**config.mk**
```make
export PLATFORM = sky130hd
export DESIGN_NAME = bsg_axil_txs
export DESIGN_NICKNAME = d
export VERILOG_FILES = /design/src/rtl/bsg_axil_to_mcl_pkg.sv /design/src/rtl/bsg_decode_with_v.sv /design/src/rtl/bsg_axil_txs.sv
export SDC_FILE = /design/constraint.sdc
export NUM_CORES = 1
export LEC_CHECK = 0
export CAP_MARGIN = 30
export CORE_MARGIN = 2
export CORE_UTILIZATION = 39
export DETAILED_ROUTE_END_ITERATION = 12
export PLACE_DENSITY = 0.87
export SYNTH_ARGS = -nofsm -noshare
export SYNTH_HDL_FRONTEND = slang
export SYNTH_SLANG_ARGS = --single-unit
```
**constraint.sdc**
```tcl
create_clock -name clk_i -period 5.1 [get_ports clk_i]
set_input_delay 1.02 -clock clk_i [delete_from_list [all_inputs] [get_ports clk_i]]
set_output_delay 1.02 -clock clk_i [all_outputs]
set_load 0.02 [all_outputs]
```
**src/rtl/bsg_axil_to_mcl_pkg.sv**
```systemverilog
// Shared AXI-Lite to MCL address map, response codes and write-path types.
package bsg_axil_to_mcl_pkg;

  localparam int axil_base_addr_width_gp = 12;
  localparam int axil_slot_idx_width_gp  = 4;
  localparam logic [31:0] axil_m_slot_addr_gp = 32'h0000_2000;

  // Offset of the transmit data register inside a FIFO slot
  localparam logic [axil_base_addr_width_gp-1:0] axil_s2mm_ofs_tdr_gp = 12'h010;

  localparam logic [1:0] axil_resp_okay_gp   = 2'b00;
  localparam logic [1:0] axil_resp_slverr_gp = 2'b10;
  localparam logic [1:0] axil_resp_decerr_gp = 2'b11;

  typedef enum logic [1:0] {
    E_WR_IDLE,
    E_WR_DATA,
    E_WR_PUSH,
    E_WR_RESP
  } wr_state_e;

  typedef enum logic [1:0] {
    E_TGT_FIFO,
    E_TGT_REG,
    E_TGT_ERR
  } wr_tgt_e;

  function automatic int safe_clog2(input int n);
    return (n > 1) ? $clog2(n) : 1;
  endfunction

endpackage

```
**src/rtl/bsg_decode_with_v.sv**
```systemverilog
// One-hot decoder: onehot_o[sel_i] = v_i, every other bit 0.
module bsg_decode_with_v
  import bsg_axil_to_mcl_pkg::*;
#(
  parameter int num_out_p = 2
) (
  input  logic [safe_clog2(num_out_p)-1:0] sel_i,
  input  logic                             v_i,
  output logic [num_out_p-1:0]             onehot_o
);

  localparam int lg_lp = safe_clog2(num_out_p);

  generate
    for (genvar gi = 0; gi < num_out_p; gi++) begin : g_dec
      assign onehot_o[gi] = v_i & (sel_i == lg_lp'(gi));
    end
  endgenerate

endmodule

```
**src/rtl/bsg_axil_txs.sv**
```systemverilog
// AXI-Lite write slave that pushes TDR writes into per-slot FIFOs or forwards
// control-register writes. Define BSG_AXIL_TXS_WSTRB_CHECK_EN to reject partial strobes.
module bsg_axil_txs
  import bsg_axil_to_mcl_pkg::*;
#(
  // Callers are expected to set this explicitly for their slot count
  parameter int num_fifos_p = 2
) (
  input  logic                        clk_i,
  input  logic                        reset_n_i,

  input  logic [31:0]                 awaddr_i,
  input  logic                        awvalid_i,
  output logic                        awready_o,

  input  logic [31:0]                 wdata_i,
  input  logic [3:0]                  wstrb_i,
  input  logic                        wvalid_i,
  output logic                        wready_o,

  output logic [1:0]                  bresp_o,
  output logic                        bvalid_o,
  input  logic                        bready_i,

  output logic [num_fifos_p-1:0][31:0] txs_o,
  output logic [num_fifos_p-1:0]      txs_v_o,
  input  logic [num_fifos_p-1:0]      txs_ready_i,

  output logic [31:0]                 wr_addr_o,
  output logic [31:0]                 wr_data_o,
  output logic                        wr_v_o
);

  localparam int slot_w_lp = axil_slot_idx_width_gp;
  localparam int sel_w_lp  = safe_clog2(num_fifos_p);
  localparam logic [slot_w_lp-1:0] slot_base_lp =
    slot_w_lp'(axil_m_slot_addr_gp >> axil_base_addr_width_gp);
  localparam logic [slot_w_lp-1:0] num_fifos_lp = slot_w_lp'(num_fifos_p);

  wr_state_e state_q, state_d;

  logic [31:0]         addr_q, addr_d;
  logic [31:0]         data_q, data_d;
  logic [3:0]          strb_q, strb_d;
  logic [sel_w_lp-1:0] slot_q, slot_d;
  wr_tgt_e             tgt_q, tgt_d;
  logic [1:0]          resp_q, resp_d;

  logic aw_hs, w_hs, push_v, push_done;
  logic [slot_w_lp-1:0]               slot;
  logic [axil_base_addr_width_gp-1:0] ofs;
  wr_tgt_e                            cls_tgt;
  logic [1:0]                         cls_resp;
  logic                               unused_strb;

  // Strobes are captured for observability; only the classifier may act on them
  assign unused_strb = ^strb_q;

  assign slot = addr_q[axil_base_addr_width_gp +: slot_w_lp] - slot_base_lp;
  assign ofs  = addr_q[axil_base_addr_width_gp-1:0];

  always_comb begin
    cls_tgt  = E_TGT_ERR;
    cls_resp = axil_resp_decerr_gp;
    if (slot < num_fifos_lp) begin
      cls_resp = axil_resp_okay_gp;
      cls_tgt  = (ofs == axil_s2mm_ofs_tdr_gp) ? E_TGT_FIFO : E_TGT_REG;
`ifdef BSG_AXIL_TXS_WSTRB_CHECK_EN
      if (wstrb_i != 4'hF) begin
        cls_tgt  = E_TGT_ERR;
        cls_resp = axil_resp_slverr_gp;
      end
`endif
    end else if (slot == num_fifos_lp) begin
      cls_resp = axil_resp_slverr_gp;
    end
  end

  assign aw_hs = awvalid_i & awready_o;
  assign w_hs  = wvalid_i & wready_o;

  always_comb begin
    addr_d = addr_q;
    data_d = data_q;
    strb_d = strb_q;
    slot_d = slot_q;
    tgt_d  = tgt_q;
    resp_d = resp_q;
    if (aw_hs) begin
      addr_d = awaddr_i;
    end
    if (w_hs) begin
      data_d = wdata_i;
      strb_d = wstrb_i;
      slot_d = slot[sel_w_lp-1:0];
      tgt_d  = cls_tgt;
      resp_d = cls_resp;
    end
  end

  always_ff @(posedge clk_i) begin
    if (!reset_n_i) begin
      state_q <= E_WR_IDLE;
      addr_q  <= '0;
      data_q  <= '0;
      strb_q  <= '0;
      slot_q  <= '0;
      tgt_q   <= E_TGT_ERR;
      resp_q  <= axil_resp_okay_gp;
    end else begin
      state_q <= state_d;
      addr_q  <= addr_d;
      data_q  <= data_d;
      strb_q  <= strb_d;
      slot_q  <= slot_d;
      tgt_q   <= tgt_d;
      resp_q  <= resp_d;
    end
  end

  always_comb begin
    state_d = state_q;
    case (state_q)
      E_WR_IDLE: if (aw_hs) state_d = E_WR_DATA;
      E_WR_DATA: if (w_hs)  state_d = (cls_tgt == E_TGT_ERR) ? E_WR_RESP : E_WR_PUSH;
      E_WR_PUSH: if ((tgt_q != E_TGT_FIFO) || push_done) state_d = E_WR_RESP;
      E_WR_RESP: if (bready_i) state_d = E_WR_IDLE;
      default:   state_d = E_WR_IDLE;
    endcase
  end

  // Outputs are gated by reset so nothing is offered while reset is held
  always_comb begin
    awready_o = reset_n_i & (state_q == E_WR_IDLE);
    wready_o  = reset_n_i & (state_q == E_WR_DATA);
    push_v    = reset_n_i & (state_q == E_WR_PUSH) & (tgt_q == E_TGT_FIFO);
    wr_v_o    = reset_n_i & (state_q == E_WR_PUSH) & (tgt_q == E_TGT_REG);
    bvalid_o  = reset_n_i & (state_q == E_WR_RESP);
    bresp_o   = resp_q;
  end

  bsg_decode_with_v #(
    .num_out_p(num_fifos_p)
  ) u_slot_dec (
    .sel_i   (slot_q),
    .v_i     (push_v),
    .onehot_o(txs_v_o)
  );

  assign push_done = |(txs_v_o & txs_ready_i);

  generate
    for (genvar gi = 0; gi < num_fifos_p; gi++) begin : g_txs
      assign txs_o[gi] = data_q;
    end
  endgenerate

  assign wr_addr_o = addr_q;
  assign wr_data_o = data_q;

endmodule

```
# ---- Word level (Yosys, flattened, before mapping)
# Index checks and enable logic that the tools add are counted.
dict set report totals {
  elab_cells 47
  out_inout_bits 136
  register_bits 71
}
dict set report op_classes {
  bitwise_logic 12
  n_mux 10
  order_cmp 1
  n_reduce_logical 6
  n_eq_ne 11
  add_sub_neg 1
}
# operator count
set op_table {}
lappend op_table {{12-bit by 5-bit == test with 1-bit output, second input constant} 1}
lappend op_table {{2-bit 2-to-1 mux} 6}
lappend op_table {{1-bit bitwise AND} 10}
lappend op_table {{2-bit != test, second input constant} 4}
lappend op_table {{2-bit case mux with 4 select lines} 1}
lappend op_table {{2-bit == test, second input constant} 3}
lappend op_table {{2-bit by 1-bit == test with 1-bit output, second input constant} 2}
lappend op_table {{4-bit by 2-bit == test with 1-bit output, second input constant} 1}
lappend op_table {{2-bit logical NOT} 2}
lappend op_table {{4-bit by 2-bit less-than comparator with 1-bit output, second input constant} 1}
lappend op_table {{4-bit AND reduction} 1}
lappend op_table {{4-bit by 2-bit subtractor with 4-bit output, second input constant} 1}
lappend op_table {{1-bit 2-to-1 mux} 3}
lappend op_table {{2-bit bitwise AND} 1}
lappend op_table {{2-bit nonzero test} 1}
lappend op_table {{2-bit OR reduction} 1}
lappend op_table {{1-bit logical OR} 1}
lappend op_table {{1-bit NOT} 1}

# ---- Logic depth before layout (Yosys ltp)
# Gate-level depths: netlist of run 1.
dict set report logic_depth {
  ltp_word 9
  ltp_mapped 8
}

# ---- By module
# From an unflattened synthesis of run 1, not the netlist that was laid out.
dict set report hier_totals {
  hier_cells 402
  hier_area_um2 3156.8
}
# module instances area_per_inst_um2 cells_each
set by_module_without_submodules {}
lappend by_module_without_submodules {bsg_axil_txs 1 3140.5 400}
lappend by_module_without_submodules {bsg_decode_with_v 1 16.3 2}

# ---- Worst setup path after synthesis of run 1
# No wires, ideal clock.
dict set report synth_path {
  path_type {input port to output port}
  startpoint {in reset_n_i}
  endpoint {out txs_v_o[0]}
  arrival_time_ns 1.982
  path_slack_ns 2.098
  cell_stages 3
  cell_sequence {clkbuf_1 > nand2_1 > nor4_1}
}
dict set report synth_via {
  elab_chain_len 3
}
# element line_no
set synth_rtl {}
lappend synth_rtl {{start: declaration} bsg_axil_txs.sv:10} ;# input logic reset_n_i,
lappend synth_rtl {{1-bit bitwise AND (2 in series)} bsg_axil_txs.sv:136} ;# push_v = reset_n_i & (state_q == E_WR_PUSH) & (tgt_q == E_TGT_FIFO);
lappend synth_rtl {{1-bit bitwise AND} bsg_decode_with_v.sv:16} ;# assign onehot_o[gi] = v_i & (sel_i == lg_lp'(gi));
lappend synth_rtl {{end: declaration} bsg_axil_txs.sv:26} ;# output logic [num_fifos_p-1:0] txs_v_o,
# No other way between the ends.

# ---- Worst setup path after layout of run 1
dict set report layout_path {
  startpoint {in reset_n_i}
  endpoint {out wr_v_o}
}
dict set report layout_via {
  elab_chain_len 2
}
# element line_no
set layout_rtl {}
lappend layout_rtl {{1-bit bitwise AND (2 in series)} bsg_axil_txs.sv:137} ;# wr_v_o = reset_n_i & (state_q == E_WR_PUSH) & (tgt_q == E_TGT_REG);
lappend layout_rtl {{end: declaration} bsg_axil_txs.sv:31} ;# output logic wr_v_o
# No other way between the ends.

==> results of run 1 <==
[worst max-delay path by stage]
stage | cells past startpoint | slack (ps) | startpoint | endpoint
CTS | 4 | 1640 | reset_n_i | txs_v_o[0]
global route | 4 | 1560 | reset_n_i | txs_v_o[0]
floorplan | 3 | 2100 | reset_n_i | txs_v_o[0]
global placement | 4 | 1670 | reset_n_i | wr_v_o
detailed placement | 4 | 1640 | reset_n_i | txs_v_o[0]
finish | 4 | 1630 | reset_n_i | wr_v_o
[power by group]
part | internal [mW] | total [mW] | switching (mW) | leakage, nW
clock | 0.198 | 0.381 | 0.183 | 0.0854
combinational | 0.391 | 0.813 | 0.422 | 1.10
sequential | 0.652 | 0.732 | 0.0799 | 0.580
[flip-flops by register name (all words and copies together) (netlist names)]
| name | count |
|---|---|
| tgt_q | 2 |
| bresp_o | 2 |
| wr_addr_o | 32 |
| state_q | 2 |
| wr_data_o | 32 |
| slot_q | 1 |
[metal layers]
layer | global-route usage [%] | part of all wire, %
met2 | 36.01 | 52
met5 | 0 | 0
met4 | 8.937 | 2.3
met1 | 22.02 | 37
met3 | 6.019 | 8.3
[final cells by class]
class                   instances  share of cell area (%)
flip-flops and latches         71                   28.75
inverters                       7                  0.5315
clock inverters                 1                  0.1012
multi-input cells             237                   23.06
well taps                     102                   2.582
repair buffers                207                   41.76
clock buffers                  13                   3.214
[placed cells by master (no fill, tap or decap), types with 2 or more instances in the layout]
cell / n
clkdlybuf4s50_1: 205
nand2_1: 131
dfxtp_1: 71
o21ai_0: 66
clkbuf_8: 11
inv_1: 7
ha_1: 6
nor4_1: 3
and2_1: 3
and3_2: 3
a21oi_1: 3
nor2_1: 3
o31ai_1: 3
nor3b_1: 2
nor2b_1: 2
clkbuf_1: 2
[tightest hold or removal path, delay by kind of cell, from the launching register on]
kind,cells,cell delay (ps)
and+or+nand+nor,1,50
DFF,1,310
AOI/OAI and AO/OA,1,60
[logic make-up after synthesis]
family                     count (synthesis)
DFF                                       71
buffers and inverters                     94
and+or+nand+nor                          150
muxes                                      1
xor gates and xnor gates                   1
adders and majority gates                  6
AOI/OAI and AO/OA                         79
[metrics by stage]
step | util [%] | cell area, um^2 | power [mW] | cells | setup WS, ps
after floorplan | - | 3153 | 1.223 | 402 | 2098
after global placement | 61.53 | 4780 | 1.535 | 624 | 1673
after detailed placement | 61.53 | 4780 | 1.564 | 624 | 1642
after CTS | 63.64 | 4943 | 1.949 | 638 | 1643
after global routing | 63.64 | 4943 | 2.039 | 638 | 1561
final | 63.64 | 4943 | 1.926 | 638 | 1631
==> flow_metrics.py, run 1 <==
metrics = {
    "finish": {
        "syn2layout_area_growth_pct": 56.79,
        "num-fill-cells": 653,
        "drive_gt1_share_pct": 3.731,
        "diodes": 0,
        "multi_input_area_um2": 1140,
        "nets": 614,
        "register_area_um2": 1421,
    },
    "timing": {
        "worst_slew_pin_slew_ps": 993.8,
        "hold_violations": 0,
        "fin_setup_tns_ps": 0,
        "maxSlewHeadroom_pct": 33.75,
        "setup_viol": 0,
        "layout_min_cycle_time_ps": 3469,
        "rsz0062_at_grt": "false",
        "fin_crit_sh_pct": 68.02,
        "fmax_mhz": 288.3,
        "skew_ps": 5.276,
        "hold_ws_ps": 458.6,
        "slew_viol_final": 0,
    },
    "clocking": {
        "htree_num_levels": 3,
        "tritoncts": "built",
        "post_cts_buffers": 0,
        "cts_resized": 0,
        "clkTransAtPathRegs_ps": 70,
        "cts_buffer_depth": 2,
        "hold_buffers": 0,
        "clockRootBuffer": "clkbuf_8",
        "clk_latency_ps": 320,
        "cts_sinks": 71,
        "cts_buffers": 9,
    },
    "setup_path": {
        "r2r_setup_slack_ps": 3070,
        "crit_slowest_cell": "clkdlybuf4s50_1",
        "path_buf_inv": 2,
        "critical-path-top-delay-family": "buffers and inverters",
        "crit_fanout": 28,
        "slowest_delay_ps": 650,
        "regToRegStartpoint": "state_q[1]$_SDFFE_PN0P_",
        "path_cells": "buf_2 > nand2_1 > nor3b_1 > clkdlybuf4s50_1",
        "r2r_end": "wr_data_o[30]$_SDFFE_PN0P_",
        "worstSetupPathType": "input port to primary output",
        "crit_required_ps": 4080,
        "startpoint_type": "input port",
        "r2r_cells": 4,
        "end_kind": "primary output",
        "cp.arrival_ps": 2450,
    },
    "place": {
        "dp_hpwl_um": 7032,
        "io_buffer_count": 206,
        "gp_congestion": 0.7235,
    },
    "min_path": {
        "hold_depth": 2,
        "hp-class": "flip-flop to flip-flop",
        "min_to": "wr_addr_o[30]$_SDFFE_PN0P_",
        "hp-start": "wr_addr_o[30]$_SDFFE_PN0P_",
    },
    "global_routing": {
        "grt_pass1_wl_um": 13960,
        "grt_max_degree": 70,
        "grt_pass1_vias": 2855,
        "overflow": 0,
        "antenna_found_initial": 0,
        "grt_use_total_pct": 20.21,
    },
    "synth": {
        "ys_seq_area_share_pct": 45.08,
        "syn_area_um2": 3153,
        "synth_top_family_by_area": "simple AND/OR/NAND/NOR gates",
        "synthCells": 402,
        "ys_seq_elements": 71,
        "synth_cell_type_count": 30,
        "synth_adder_area_share_pct": 2.381,
        "synthArstFlopShare_pct": 0,
        "synthTopCellsByArea": "dfxtp_1, nand2_1, buf_4, o21ai_0, clkbuf_1",
        "synthSimpleGateAreaFrac_pct": 19.37,
        "yosysMostFrequentCell": "nand2_1",
        "muxShareOfSynthArea_pct": 0.3175,
        "synthTopCellsByCount": "nand2_1, dfxtp_1, o21ai_0, buf_4, clkbuf_1",
        "synth-edff-count": 0,
        "synth_top_area_share_pct": 45.08,
        "synth-compound-area-share_pct": 13.73,
        "synth_fp_nets": 483,
        "synthXorXnorAreaFrac_pct": 0.2778,
        "yosysTopAreaCell": "dfxtp_1",
        "post_synth.cell_area_avg_um2": 7.843,
        "synth-main-ff-cell": "dfxtp_1",
        "yosys_warnings": 0,
    },
    "die": {
        "initial_utilization_pct": 40.59,
        "rows": 32,
        "dieArea_um2": 8820,
        "die_h_um": 93.92,
        "die_x_um": 93.92,
        "num_io_pins": 211,
        "coreArea_um2": 7767,
    },
    "power_and_ir_drop": {
        "ir_drop_uv": 182.9,
        "powerDensity_nw_per_um2": 389.6,
        "power_leakage_nw": 1.770,
    },
    "routing": {
        "routedWlPerCell_um": 14.26,
        "first_pass_iters": 6,
        "vias": 3011,
        "routed_wl_um": 9098,
        "drtIter0Drc": 102,
        "avgViaCountPerCell": 4.719,
        "drc": 0,
        "ant_nets": 0,
    },
    "run": {
        "drv_cap": 0,
    },
    "run_status": {
        "status": "finished clean",
    },
}
Note: power is estimated with default switching activity, not from simulation.
==> run 2, diff against run 1 <==
--- a/config.mk
+++ b/config.mk
@@ -7,9 +7,9 @@
 export LEC_CHECK = 0
 export CAP_MARGIN = 30
 export CORE_MARGIN = 2
-export CORE_UTILIZATION = 39
+export CORE_UTILIZATION = 36
 export DETAILED_ROUTE_END_ITERATION = 12
-export PLACE_DENSITY = 0.87
+export PLACE_DENSITY = 0.81
 export SYNTH_ARGS = -nofsm -noshare
 export SYNTH_HDL_FRONTEND = slang
 export SYNTH_SLANG_ARGS = --single-unit
==> constraint.sdc (replaced) <==
create_clock -name clk_i -period 3.37 [get_ports clk_i]
set_input_delay 0.674 -clock clk_i [delete_from_list [all_inputs] [get_ports clk_i]]
set_output_delay 0.674 -clock clk_i [all_outputs]
set_load 0.02 [all_outputs]
==> run 2 against run 1 <==
- register-to-register slack lost 1600 ps
- via count shrank 1.2%
- combinational power grew 51%
- die area grew 8.0%
- core utilization shrank 5.2 points
- clock-buffer cell count shrank 2
- first-iteration DRC count shrank 19%
- largest cell class unchanged
- setup slack lost 1100 ps
- clock power grew 91%
- critical path depth grew 1
- largest power group unchanged
==> flow_metrics.py, run 2 (synthesis gave the netlist of run 1 again) <==
metrics = {
    "run_status": {
        "status": "finished clean",
    },
    "clocking": {
        "clkTransAtPathRegs_ps": 70,
        "cts_buffers": 9,
        "cts_sinks": 71,
        "post_cts_buffers": 0,
        "hold_buffers": 0,
        "tritoncts": "built",
        "clockRootBuffer": "clkbuf_8",
        "htree_num_levels": 3,
        "cts_buffer_depth": 2,
        "clk_latency_ps": 320,
        "cts_resized": 0,
    },
    "place": {
        "dp_hpwl_um": 6630,
        "pre_cts_slack_ps": 762.8,
        "io_buffer_count": 206,
        "place_area_um2": 4810,
        "gp_congestion": 0.8651,
    },
    "timing": {
        "skew_ps": 8.347,
        "maxSlewHeadroom_pct": 62.15,
        "setup_viol": 0,
        "fmax_mhz": 347.5,
        "layout_min_cycle_time_ps": 2877,
        "rsz0062_at_grt": "false",
        "slew_viol_final": 0,
        "fin_crit_sh_pct": 85.38,
        "fin_setup_tns_ps": 0,
        "hold_violations": 0,
        "setup_ws_ps": 492.7,
        "worst_slew_pin_slew_ps": 567.7,
    },
    "routing": {
        "routedWlPerCell_um": 13.51,
        "first_pass_iters": 4,
        "drc": 0,
        "avgViaCountPerCell": 4.591,
        "drtIter0Drc": 83,
        "vias": 2975,
        "ant_nets": 0,
        "routed_wl_um": 8752,
    },
    "global_routing": {
        "use_met2_pct": 29.39,
        "grt_max_degree": 70,
        "grt_pass1_vias": 2896,
        "antenna_found_initial": 0,
        "busiest_layer": "met2",
        "grt_pass1_wl_um": 13930,
        "grtUsageMet1_pct": 21.29,
        "met3_usage_pct": 6.978,
        "overflow": 0,
        "grt_use_total_pct": 17.96,
    },
    "die": {
        "dieArea_um2": 9523,
        "die_x_um": 97.59,
        "initial_utilization_pct": 36.69,
        "rows": 34,
        "coreArea_um2": 8593,
        "num_io_pins": 211,
        "die_h_um": 97.59,
    },
    "finish": {
        "drive_gt1_share_pct": 4.630,
        "fin_area_um2": 5021,
        "final_common_cell": "clkdlybuf4s50_1",
        "diodes": 0,
        "nets": 617,
        "syn2layout_area_growth_pct": 59.25,
        "final_cell_mix": "clkdlybuf4s50_1, nand2_1, dfxtp_1, o21ai_0, clkbuf_8",
        "num-fill-cells": 765,
    },
    "power_and_ir_drop": {
        "ir_drop_uv": 266.2,
        "power_leakage_nw": 1.810,
        "powerDensity_nw_per_um2": 610.7,
    },
    "min_path": {
        "hp-class": "flip-flop to flip-flop",
    },
    "run": {
        "drv_cap": 0,
    },
    "setup_path": {
        "cp.arrival_ps": 2200,
        "worstSetupPathType": "flip-flop to primary output",
        "startpoint_type": "flip-flop",
        "crit_required_ps": 2700,
        "crit_fanout": 5,
        "end_kind": "primary output",
    },
}
-- run 2: cell type report --
type | count | area, um^2 | share of cell area, %
clock inverter | 4 | 70.07 | 1.395
timing repair buffer | 210 | 2087 | 41.56
sequential | 71 | 1421 | 28.31
multi-input combinational | 237 | 1140 | 22.70
inverter | 7 | 26.28 | 0.5233
tap | 108 | 135.1 | 2.691
clock buffer | 11 | 141.4 | 2.816
-- run 2: path summary, 6_finish.rpt --
kind / start / end / slack [ps] / cells after the start
worst min-delay path: wr_addr_o[22]$_SDFFE_PN0P_ / wr_addr_o[22]$_SDFFE_PN0P_ / 450 / 2
worst max-delay path: state_q[0]$_SDFFE_PN0P_ / txs_v_o[1] / 490 / 5
worst max register to register: state_q[0]$_SDFFE_PN0P_ / wr_addr_o[26]$_SDFFE_PN0P_ / 1510 / 5
worst min register to register: wr_addr_o[22]$_SDFFE_PN0P_ / wr_addr_o[22]$_SDFFE_PN0P_ / 450 / 2
-- run 2: where the power goes --
| group | internal (mW) | switching (mW) |
|---|---|---|
| Clock | 0.431 | 0.296 |
| Sequential | 0.986 | 0.123 |
| Combinational | 0.597 | 0.634 |
| Total | 2.01 | 1.05 |
-- run 2: critical path, cell delays in order, from the launching register on --
cell and delay, ps:
dfxtp_1 330, inv_1 140, ha_1 190, nor3b_1 380, and3_2 240, clkdlybuf4s50_1 590
-- run 2: per-layer routing --
metal	routed length, um	vias to the layer above
met2	4143	139
li1	-	1501
met5	0	-
met1	3699	1325
met3	774	10
met4	134	0
-- run 2: metrics by stage --
step                      hold slack (ps)  util [%]  std cells  total power, mW
after floorplan                     464.5         -        402            1.850
after global placement              442.2     55.97        633            2.333
after detailed placement            450.8     55.97        633            2.365
after CTS                           461.3     58.43        648            3.100
after global routing                490.8     58.43        648            3.241
final                               454.5     58.43        648            3.066
